[config.mk]
export PLATFORM = sky130hd
export DESIGN_NAME = dispatcher
export DESIGN_NICKNAME = d
export VERILOG_FILES = /design/src/rtl/dispatcher.sv
export SDC_FILE = /design/constraint.sdc
export NUM_CORES = 1
export LEC_CHECK = 0
export CAP_MARGIN = 0
export CORE_AREA = 3 3 219 221
export CTS_BUF_LIST = sky130_fd_sc_hd__clkbuf_4 sky130_fd_sc_hd__clkbuf_8
export CTS_CLUSTER_SIZE = 12
export DETAILED_ROUTE_END_ITERATION = 10
export DIE_AREA = 0 0 222 224
export RECOVER_POWER = 50
export SKIP_CTS_REPAIR_TIMING = 1
export SLEW_MARGIN = 5
export SYNTH_ARGS = -nofsm -noshare
export SYNTH_HDL_FRONTEND = slang
export SYNTH_SLANG_ARGS = --single-unit
[constraint.sdc]
create_clock -name clk -period 6.3 [get_ports clk]
set_clock_uncertainty 0.2 [all_clocks]
set_input_delay 1.26 -clock clk [delete_from_list [all_inputs] [get_ports clk]]
set_output_delay 1.26 -clock clk [all_outputs]
set_load 0.03 [all_outputs]
[src/rtl/dispatcher.sv]
// Issue stage: holds one predecoded instruction, resolves its operands from regfile/ROB/broadcasts,
// allocates the ROB tail entry, renames rd and issues to the reservation station or the LSB.
module dispatcher #(
    parameter int XLEN  = 32,
    parameter int TAG_W = 4,
    parameter int OPC_W = 6
) (
    input  logic             clk,
    input  logic             rst,
    input  logic             rdy,
    input  logic             clear,
    input  logic             iq_valid,
    output logic             iq_ready,
    input  logic [OPC_W-1:0] iq_opcode,
    input  logic             iq_is_ls,
    input  logic [4:0]       iq_rd,
    input  logic [4:0]       iq_rs1,
    input  logic [4:0]       iq_rs2,
    input  logic [XLEN-1:0]  iq_imm,
    input  logic [XLEN-1:0]  iq_pc,
    output logic [4:0]       rf_rs1,
    output logic [4:0]       rf_rs2,
    input  logic             rf_busy1,
    input  logic             rf_busy2,
    input  logic [TAG_W-1:0] rf_tag1,
    input  logic [TAG_W-1:0] rf_tag2,
    input  logic [XLEN-1:0]  rf_val1,
    input  logic [XLEN-1:0]  rf_val2,
    input  logic             rob_rdy1,
    input  logic             rob_rdy2,
    input  logic [XLEN-1:0]  rob_val1,
    input  logic [XLEN-1:0]  rob_val2,
    input  logic             rob_full,
    input  logic [TAG_W-1:0] rob_tail,
    output logic             rob_issue,
    output logic [OPC_W-1:0] rob_opcode,
    output logic [4:0]       rob_rd,
    output logic [XLEN-1:0]  rob_pc,
    output logic             rename_en,
    output logic [4:0]       rename_rd,
    output logic [TAG_W-1:0] rename_tag,
    input  logic             rs_full,
    input  logic             lsb_full,
    output logic             is_issue,
    output logic             is_lsb_issue,
    output logic [OPC_W-1:0] issue_opcode,
    output logic [TAG_W-1:0] issue_rob_id,
    output logic [XLEN-1:0]  issue_imm,
    output logic [XLEN-1:0]  issue_pc,
    output logic [XLEN-1:0]  issue_Vi,
    output logic [TAG_W-1:0] issue_Qi,
    output logic             issue_Ri,
    output logic [XLEN-1:0]  issue_Vj,
    output logic [TAG_W-1:0] issue_Qj,
    output logic             issue_Rj,
    input  logic             is_alu_ok,
    input  logic [TAG_W-1:0] rob_id_from_alu,
    input  logic [XLEN-1:0]  res_from_alu,
    input  logic             is_lsb_ok,
    input  logic [TAG_W-1:0] rob_id_from_lsb,
    input  logic [XLEN-1:0]  res_from_lsb,
    input  logic             is_rob_commit,
    input  logic [TAG_W-1:0] rob_id_from_rob,
    input  logic [XLEN-1:0]  res_from_rob
);

    localparam logic [0:0] ST_EMPTY = 1'b0;
    localparam logic [0:0] ST_HELD  = 1'b1;

    typedef struct packed {
        logic [0:0]       valid;
        logic [OPC_W-1:0] opcode;
        logic             is_ls;
        logic [4:0]       rd;
        logic [4:0]       rs1;
        logic [4:0]       rs2;
        logic [XLEN-1:0]  imm;
        logic [XLEN-1:0]  pc;
    } hold_t;

    hold_t                 hold_q;
    hold_t                 hold_d;
    logic                  fire_s;
    logic                  accept_s;
    logic [XLEN+TAG_W:0]   opnd1_s;
    logic [XLEN+TAG_W:0]   opnd2_s;

    // Returns {ready, tag, value}; a same-cycle broadcast counts as ready data.
    function automatic logic [XLEN+TAG_W:0] resolve(
        input logic [4:0]       idx,
        input logic             busy,
        input logic [TAG_W-1:0] tag,
        input logic [XLEN-1:0]  rf_val,
        input logic             rob_rdy,
        input logic [XLEN-1:0]  rob_val,
        input logic             alu_ok,
        input logic [TAG_W-1:0] alu_id,
        input logic [XLEN-1:0]  alu_res,
        input logic             lsb_ok,
        input logic [TAG_W-1:0] lsb_id,
        input logic [XLEN-1:0]  lsb_res,
        input logic             cm_ok,
        input logic [TAG_W-1:0] cm_id,
        input logic [XLEN-1:0]  cm_res
    );
        logic [XLEN+TAG_W:0] res;
        if (idx == 5'd0) begin
            res = {1'b1, {TAG_W{1'b0}}, {XLEN{1'b0}}};
        end else if (!busy) begin
            res = {1'b1, {TAG_W{1'b0}}, rf_val};
        end else if (rob_rdy) begin
            res = {1'b1, {TAG_W{1'b0}}, rob_val};
        end else if (alu_ok && (alu_id == tag)) begin
            res = {1'b1, {TAG_W{1'b0}}, alu_res};
        end else if (lsb_ok && (lsb_id == tag)) begin
            res = {1'b1, {TAG_W{1'b0}}, lsb_res};
        end else if (cm_ok && (cm_id == tag)) begin
            res = {1'b1, {TAG_W{1'b0}}, cm_res};
        end else begin
            res = {1'b0, tag, {XLEN{1'b0}}};
        end
        return res;
    endfunction

    // Issue condition and queue handshake; iq_ready also drops while reset is asserted.
    always_comb begin
        fire_s   = hold_q.valid[0] & rdy & ~clear & ~rob_full &
                   (hold_q.is_ls ? ~lsb_full : ~rs_full);
        iq_ready = rst & rdy & ~clear & (~hold_q.valid[0] | fire_s);
        accept_s = iq_valid & iq_ready;
    end

    // Hold register next state: clear beats both accept and fire.
    always_comb begin
        hold_d = hold_q;
        if (!rdy) begin
            hold_d = hold_q;
        end else if (clear) begin
            hold_d.valid = ST_EMPTY;
        end else if (accept_s) begin
            hold_d.valid  = ST_HELD;
            hold_d.opcode = iq_opcode;
            hold_d.is_ls  = iq_is_ls;
            hold_d.rd     = iq_rd;
            hold_d.rs1    = iq_rs1;
            hold_d.rs2    = iq_rs2;
            hold_d.imm    = iq_imm;
            hold_d.pc     = iq_pc;
        end else if (fire_s) begin
            hold_d.valid = ST_EMPTY;
        end else begin
            hold_d = hold_q;
        end
    end

    // Hold register state.
    always_ff @(posedge clk or negedge rst) begin
        if (!rst) begin
            hold_q <= {$bits(hold_t){1'b0}};
        end else begin
            hold_q <= hold_d;
        end
    end

    assign rf_rs1 = hold_q.rs1;
    assign rf_rs2 = hold_q.rs2;

    assign opnd1_s = resolve(hold_q.rs1, rf_busy1, rf_tag1, rf_val1, rob_rdy1, rob_val1,
                             is_alu_ok, rob_id_from_alu, res_from_alu,
                             is_lsb_ok, rob_id_from_lsb, res_from_lsb,
                             is_rob_commit, rob_id_from_rob, res_from_rob);
    assign opnd2_s = resolve(hold_q.rs2, rf_busy2, rf_tag2, rf_val2, rob_rdy2, rob_val2,
                             is_alu_ok, rob_id_from_alu, res_from_alu,
                             is_lsb_ok, rob_id_from_lsb, res_from_lsb,
                             is_rob_commit, rob_id_from_rob, res_from_rob);

    // Strobes and issue buses: driven only in a firing cycle, zero otherwise.
    always_comb begin
        rob_issue    = 1'b0;
        rob_opcode   = {OPC_W{1'b0}};
        rob_rd       = 5'd0;
        rob_pc       = {XLEN{1'b0}};
        rename_en    = 1'b0;
        rename_rd    = 5'd0;
        rename_tag   = {TAG_W{1'b0}};
        is_issue     = 1'b0;
        is_lsb_issue = 1'b0;
        issue_opcode = {OPC_W{1'b0}};
        issue_rob_id = {TAG_W{1'b0}};
        issue_imm    = {XLEN{1'b0}};
        issue_pc     = {XLEN{1'b0}};
        issue_Vi     = {XLEN{1'b0}};
        issue_Qi     = {TAG_W{1'b0}};
        issue_Ri     = 1'b0;
        issue_Vj     = {XLEN{1'b0}};
        issue_Qj     = {TAG_W{1'b0}};
        issue_Rj     = 1'b0;
        if (fire_s) begin
            rob_issue    = 1'b1;
            rob_opcode   = hold_q.opcode;
            rob_rd       = hold_q.rd;
            rob_pc       = hold_q.pc;
            rename_en    = (hold_q.rd != 5'd0);
            rename_rd    = hold_q.rd;
            rename_tag   = rob_tail;
            is_issue     = ~hold_q.is_ls;
            is_lsb_issue = hold_q.is_ls;
            issue_opcode = hold_q.opcode;
            issue_rob_id = rob_tail;
            issue_imm    = hold_q.imm;
            issue_pc     = hold_q.pc;
            {issue_Ri, issue_Qi, issue_Vi} = opnd1_s;
            {issue_Rj, issue_Qj, issue_Vj} = opnd2_s;
        end else begin
            rob_issue    = 1'b0;
            is_issue     = 1'b0;
            is_lsb_issue = 1'b0;
            rename_en    = 1'b0;
        end
    end

endmodule

# [Word-level counts from Yosys, hierarchy flattened]
# Cells that the tools add are included.
[word_totals] input_bits=349 out_inout_bits=215 regBits=87
[classes] n_mux=31 bitwise=15 eq_ne=6 n_reduce_logical=12
[ops] operator="two-way mux 37 bit" count=12
[ops] operator="two-way mux 32 bit" count=4
[ops] operator="two-way mux 87 bit" count=1
[ops] operator="equality test 4 bit" count=6
[ops] operator="two-way mux 4 bit" count=3
[ops] operator="logical NOT 5 bit" count=2
[ops] operator="two-way mux 1 bit" count=9
[ops] operator="AND 1 bit" count=8
[ops] operator="logical AND 1 bit" count=6
[ops] operator="two-way mux 6 bit" count=1
[ops] operator="NOT 1 bit" count=6
[ops] operator="two-way mux 5 bit" count=1
[ops] operator="nonzero test 5 bit" count=1
[ops] operator="AND reduction 3 bit" count=1
[ops] operator="nonzero test 3 bit" count=1
[ops] operator="AND reduction 2 bit" count=1
[ops] operator="bitwise OR 1 bit" count=1

# [Depth between registers and ports, before layout]
# Gate-level depths: netlist of run 1.
[depth] ltp_word=9 mapped_depth=7 depth_no_buf=6

# [Worst setup path after synthesis of run 1]
# OpenSTA, ideal clock, no wires.
[synth_path] path_type="input to output" from="input port clear" to="output port issue_Qj[0]" arrival_ps=3415 n_path_buf=1 path_stages=6 required_ps=4840 path_slack_ps=1425 path_cell_list="nand4bb_1 > a211o_1 > inv_1 > o21ai_1 > clkbuf_1 > nor4b_1"
[synth_via] elab_chain_len=5
[synth_lines] item="from (decl)" line_no="11" text="input logic clear,"
[synth_lines] item="NOT 1 bit (no line)"
[synth_lines] item="AND 1 bit (3 in a row)" line_no="127" text="fire_s = hold_q.valid[0] & rdy & ~clear & ~rob_full &"
[synth_lines] item="two-way mux 4 bit" line_no="198" text="if (fire_s) begin"
[synth_lines] item="to (decl)" line_no="54" text="output logic [TAG_W-1:0] issue_Qj,"
# No other way between the ends.

# [Final worst setup path of run 1]
[layout_path] from="input port rf_tag2[1]" to="output port issue_Vj[8]"
[layout_via] elab_chain_len=9 elab_cells_between_ends=13 cone_classes="eq/ne: 3; mux: 7; reduce/logical: 3"
[layout_lines] item="from (decl)" line_no="26" text="input logic [TAG_W-1:0] rf_tag2,"
[layout_lines] item="equality test 4 bit" line_no="117" text="end else if (cm_ok && (cm_id == tag)) begin"
[layout_lines] item="logical AND 1 bit" line_no="117"
[layout_lines] item="two-way mux 37 bit" line_no="117"
[layout_lines] item="two-way mux 37 bit" line_no="115" text="end else if (lsb_ok && (lsb_id == tag)) begin"
[layout_lines] item="two-way mux 37 bit *" line_no="113" text="end else if (alu_ok && (alu_id == tag)) begin"
[layout_lines] item="two-way mux 37 bit *" line_no="111" text="end else if (rob_rdy) begin"
[layout_lines] item="two-way mux 37 bit *" line_no="109" text="end else if (!busy) begin"
[layout_lines] item="two-way mux 37 bit *" line_no="107" text="if (idx == 5'd0) begin"
[layout_lines] item="two-way mux 32 bit *" line_no="198"
[layout_lines] item="to (decl)" line_no="53" text="output logic [XLEN-1:0] issue_Vj,"
# Mark *: on every way between the ends. The rest lies on a longest branch, timed or not.

==> out/qor.txt, run 1 <==
Worst-Skew Late Latency - 0.38 ns
crit-path cells - clkdlybuf4s50_1, xnor2_1, nand3_1, o21ai_4, clkbuf_2, buf_4, a221oi_1, a21oi_1, clkdlybuf4s50_1
Clock Sinks - 87
most frequent cell after synthesis - dfrtp_1
Yosys cell types - 50
Synth async-reset ratio - 100%
final worst setup slack - 0.472 ns
outcome - finished, violations left
I/O Pins - 564
setup TNS - 0 ns
CTS Root Cell - clkbuf_8
min cycle time layout - 5.83 ns
GP Congestion - 0.958
CTS tree - yes
Final Util - 30.1%
Antenna Violating Nets Remaining - 0
final hold violation count - 0
Syn-to-layout area delta - 78.5%
Power Density - 141 mW/mm²
drt first pass iters - 6
RR Startpoint - hold_q[86]$_DFFE_PN0P_
clk buf depth - 2
fin area - 0.0139 mm²
Post-synth top flop - dfrtp_1
Reg2Reg Setup Slack - 2.66 ns
Mean Syn Cell Area - 8.28 µm²
initial core utilization - 16.8%
post-synth top area cell - dfrtp_1
syn_nets - 1292
unrepaired setup endpoints after global routing - false
crit-path max FO - 25
Seq cells post-synth - 87
Worst EP required - 4.84 ns
Peak VDD IR - 0.190 mV
HP Class - register to register
cell mode on critical path - clkdlybuf4s50_1
Die X-Extent - 222 µm
CTS Buf Count - 9
Rows - 79
crit share post-route - 92.5%
WHS Endpoint - hold_q[5]$_DFFE_PN0P_
number of I/O port buffers - 563
Final Max Tran Viols - 158
most common library cells after synthesis - dfrtp_1, and2_1, clkbuf_1
max-cap violations - 3
crit-path max cell delay - 0.70 ns
worst slew pin tran - 1.94 ns
height of the chip - 224 µm
first-pass GRT wire length - 78.0 mm
Clk pin slew, worst setup/hold paths - 0.10 ns
Hold Path Depth - 1
Arr. time, crit path - 4.37 ns
core box area - 0.0464 mm²
largest net degree at the start of global routing - 83
hold path startpoint - hold_q[5]$_DFFE_PN0P_
final wirelength - 56.4 mm
leak pwr - 5.20 nW
DPL Wire Length - 45.1 mm
top cells by area, synth - dfrtp_1, mux2_2, and2_1
WL per Instance - 27.9 µm
cells on worst reg2reg path - 6
fillers - 5050
vias in the first global route - 10.3k
antenna violations before repair - 17
vias per cell - 4.85
Synth top area share - 27.9%
endpoints failing setup - 0
grt ovf - 0
Initial DRC Count - 902
CP startpoint kind - input pin
fmax - 172 MHz
nets - 1753
die area - 0.0497 mm²
via count - 9817
dpl ws - 0.611 ns
failing checks - capacitance limit, slew limit
RR Endpoint - hold_q[16]$_DFFE_PN0P_
CP Class - input pin to primary output
Post-Syn Instances - 943
Slowest-stage cell, CP - clkdlybuf4s50_1
dpl cell area - 0.0138 mm²
GRT Total Usage - 21.5%
Max-slew headroom - -29.3%
H-tree depth - 3
Post-Syn Area - 0.00781 mm²
Ys Warns - 0
CP Capture Type - primary output
EDFF count, synth - 0
register area share after synthesis - 27.9%
layout cell share with drive strength beyond 1 - 11.6%
DRC viols - 0
[layer usage]
layer | GRT usage [%] | wire [µm] | vias to the layer above
met5 | 0 | 52 | -
met4 | 7.66 | 2180 | 8
met3 | 6.36 | 5050 | 101
met2 | 40.1 | 29000 | 650
met1 | 23.1 | 20100 | 4776
li1 | - | - | 4282
[layout make-up]
cell class / count / area, µm² / share of cell area [%]
Tap cell: 607 / 759 / 5.45
Clock inverter: 5 / 87.6 / 0.628
Multi-Input combinational cell: 675 / 4640 / 33.3
Sequential cell: 87 / 2180 / 15.6
Clock buffer: 11 / 151 / 1.09
Inverter: 38 / 143 / 1.02
Antenna cell: 7 / 17.5 / 0.126
Timing Repair Buffer: 593 / 5970 / 42.8
[kinds of logic (layout without fill, tap and decap cells)]
kind of cell | Yosys count | count (layout) | share of synthesized area [%]
XOR/XNOR | 21 | 21 | 2.36
AO/OA/AOI/OAI | 261 | 261 | 22.4
buffers and inverters | 181 | 647 | 12.0
flip-flops | 87 | 87 | 27.9
AND/OR/NAND/NOR | 307 | 307 | 21.6
multiplexers | 86 | 86 | 13.8
other | 0 | 7 | 0
[per-stage QoR]
| step | total power, W | instances | hold WS [ns] |
|---|---|---|---|
| finish | 0.00196 | 2023 | 0.299 |
| global route | 0.00206 | 2022 | 0.321 |
| CTS | 0.00203 | 2016 | 0.309 |
| detailed placement | 0.00154 | 2000 | 0.286 |
| global placement | 0.00153 | 2000 | 0.279 |
| floorplan | 0.00110 | 943 | 0.270 |
[registers in the layout, summed over array words and instances, names as in the netlist]
register and flops:
rf_rs1 5, rf_rs2 5, hold_q 77
[cells in the final DEF, fill, tap and decap left out, types with 4 or more instances in the layout]
cell / n
dfrtp_1: 87
o221ai_1: 33
clkbuf_2: 4
nand2b_1: 4
nor2_1: 33
dlygate4sd3_1: 14
nor3_1: 36
mux2_2: 57
a31oi_1: 59
inv_1: 36
diode_2: 7
o21ai_0: 30
a221oi_1: 36
clkbuf_8: 11
clkdlybuf4s50_1: 502
nor2b_1: 46
xor2_1: 8
and2_1: 81
a21oi_1: 63
nand3_1: 35
a211oi_1: 13
o21bai_1: 14
buf_4: 48
nor4b_1: 6
nand2_1: 44
mux2_1: 28
xnor2_1: 13
buf_12: 20
[how the worst max path moves through the flow]
| stage | startpoint | endpoint | slack [ns] | cells after the start |
|---|---|---|---|---|
| 2_1_floorplan | clear | issue_Qj[0] | 1.42 | 6 |
| 3_3_place_gp | rob_full | issue_Vj[23] | 0.54 | 8 |
| 3_5_place_dp | rob_full | issue_Vj[22] | 0.61 | 8 |
| 4_1_cts | rob_full | issue_Vj[22] | 0.60 | 8 |
| 5_1_grt | rf_tag2[1] | issue_Vj[3] | 0.29 | 9 |
| 6_report | rf_tag2[1] | issue_Vj[8] | 0.47 | 9 |
[critical path, delay by kind of cell]
family                 cells  cell delay [ns]
AO/OA/AOI/OAI              3             0.45
buffers and inverters      4             2.26
XOR/XNOR                   1             0.17
AND/OR/NAND/NOR            1             0.21
[power by group]
part	switching [W]	internal, W	leakage [nW]
logic	0.000336	0.000384	4.03
clock network	0.000231	0.000249	0.118
registers	0.0000817	0.000680	1.05
total	0.000649	0.00131	5.20
Power figures use the tool's default switching activity.
==> run 2, diff against run 1 <==
ABC_AREA = 1   (was not set)
CORE_AREA = 3 3 216 218   (was 3 3 219 221)
DIE_AREA = 0 0 219 221   (was 0 0 222 224)
==> run 2 against run 1 <==
  * The run still ends with capacitance limit, slew limit left
  * Final cell count increased by 23%
  * Core utilization increased by 1.9 points
  * Synthesized cell count increased by 54%
  * Largest cell class unchanged
  * Critical path type unchanged
  * Highest routed layer unchanged
==> out/qor.txt, run 2 <==
outcome - finished, violations left
failing checks - capacitance limit, slew limit
Peak VDD IR - 0.134 mV
vias in the first global route - 11.2k
DRC viols - 0
final hold violation count - 0
Yosys cell types - 26
setup TNS - 0 ns
HP Class - register to register
CP Class - input pin to primary output
WL per Instance - 20.9 µm
H-tree depth - 3
vias per cell - 4.53
CTS tree - yes
GP Congestion - 1.03
syn_nets - 1799
I/O Pins - 564
Die X-Extent - 219 µm
GRT Total Usage - 20.3%
dpl cell area - 0.0142 mm²
Post-synth top flop - dfrtp_1
most frequent cells in the layout - clkdlybuf4s50_1, nand2_1, nor2_1, a21oi_1, inv_1
register area share after synthesis - 26.2%
fillers - 5018
Power Density - 129 mW/mm²
DPL Wire Length - 41.2 mm
Syn-to-layout area delta - 73.3%
CTS Root Cell - clkbuf_8
Rows - 78
final wirelength - 52.0 mm
register with the most flip-flops - hold_q
most frequent cell after synthesis - nand2_1
Synth async-reset ratio - 100%
initial core utilization - 18.4%
commonest non-fill, non-tap cell in the layout - clkdlybuf4s50_1
EDFF count, synth - 0
leak pwr - 6.48 nW
Worst EP required - 4.84 ns
fin area - 0.0144 mm²
Largest register FFs - 77
min cycle time layout - 5.56 ns
endpoints failing setup - 0
post-synth top area cell - dfrtp_1
Worst-Skew Late Latency - 0.39 ns
grt ovf - 0
nets - 2237
unrepaired setup endpoints after global routing - false
Tot Pwr - 0.00186 W
cells on worst reg2reg path - 8
most common library cells after synthesis - nand2_1, nor2_1, a21oi_1
Post-Syn Area - 0.00831 mm²
Clock Sinks - 87
crit share post-route - 88.3%
fmax - 180 MHz
height of the chip - 221 µm
Antenna Violating Nets Remaining - 0
final std cells w/o fill - 2494
Final Max Tran Viols - 126
largest net degree at the start of global routing - 87
via count - 11.3k
number of I/O port buffers - 563
max-cap violations - 2
Synth top area share - 26.2%
core box area - 0.0451 mm²
drt first pass iters - 5
Clk pin slew, worst setup/hold paths - 0.09 ns
CP startpoint kind - input pin
Mean Syn Cell Area - 5.73 µm²
clk buf depth - 2
Post-Syn Instances - 1450
Placed Cells - 2477
Ys Warns - 0
crit-path max FO - 26
die area - 0.0484 mm²
CTS Buf Count - 9
Initial DRC Count - 818
worst slew pin tran - 2.03 ns
CP Capture Type - primary output
layout cell share with drive strength beyond 1 - 4.33%
Max-slew headroom - -35.8%
Hold Path Depth - 2
antenna violations before repair - 7
Arr. time, crit path - 4.10 ns
top cells by area, synth - dfrtp_1, nand2_1, a21oi_1
first-pass GRT wire length - 74.3 mm
Seq cells post-synth - 87
run 2: cell count changes after synthesis, moves of 63 or more:
cell / previous run / this run
inv_1: 37 / 170
a21oi_1: 62 / 193
o211ai_1: 1 / 64
nand3_1: 37 / 156
nand2_1: 45 / 351
nor2_1: 33 / 230
and2_1: 82 / 1
run 2: cell type report:
type	instances	area (µm²)	area share (%)
clock inverters	7	62.6	0.434
diodes	1	2.50	0.0174
multi-input cells	1027	4650	32.3
inverters	171	642	4.46
well taps	600	751	5.21
clock buffers	9	124	0.860
repair buffers	592	5990	41.6
flip-flops and latches	87	2180	15.1
run 2: final timing paths:
kind,startpoint,endpoint,slack (ns)
max in group asynchronous,rst,hold_q[2]$_DFFE_PN0P_,2.57
min reg2reg,hold_q[7]$_DFFE_PN0P_,hold_q[7]$_DFFE_PN0P_,0.28
max,rdy,issue_Vj[8],0.74
min,hold_q[7]$_DFFE_PN0P_,hold_q[7]$_DFFE_PN0P_,0.28
min in group asynchronous,rst,hold_q[36]$_DFFE_PN0P_,0.98
max reg2reg,hold_q[79]$_DFFE_PN0P_,hold_q[56]$_DFFE_PN0P_,1.70
run 2: logic make-up after synthesis:
group / Yosys count / synth area share, %
muxes: 1 / 0.120
buffers and inverters: 336 / 18.0
xor gates and xnor gates: 6 / 0.633
AOI/OAI and AO/OA: 264 / 18.0
and+or+nand+nor: 756 / 37.0
DFF: 87 / 26.2
run 2: worst max-delay path, cell delays in order:
cell,delay (ns)
clkdlybuf4s50_1,0.54
inv_1,0.07
nor4_2,0.28
nand2_4,0.15
inv_2,0.50
buf_12,0.26
o211ai_1,0.13
a21oi_1,0.18
clkdlybuf4s50_1,0.69
run 2: power by group:
part           internal, W  switching [W]  leakage, nW
sequential        0.000663      0.0000631         1.10
clock             0.000151       0.000235       0.0863
combinational     0.000336       0.000412         5.30
run 2: stage by stage:
stage | setup slack, ns | hold slack (ns) | utilization, %
after global routing | 0.358 | 0.300 | 31.9
after detailed placement | 0.738 | 0.259 | 31.6
after CTS | 0.727 | 0.284 | 32.0
final | 0.738 | 0.276 | 31.9
after floorplan | 1.84 | 0.242 | -
after global placement | 0.737 | 0.253 | 31.6
run 2: per-layer routing:
metal	vias to the layer above	track usage (%)	wire, µm
met3	61	5.44	4540
met2	530	36.1	25600
met4	8	7.11	1810
li1	5420	-	-
met5	-	0	54
met1	5269	23.1	20000
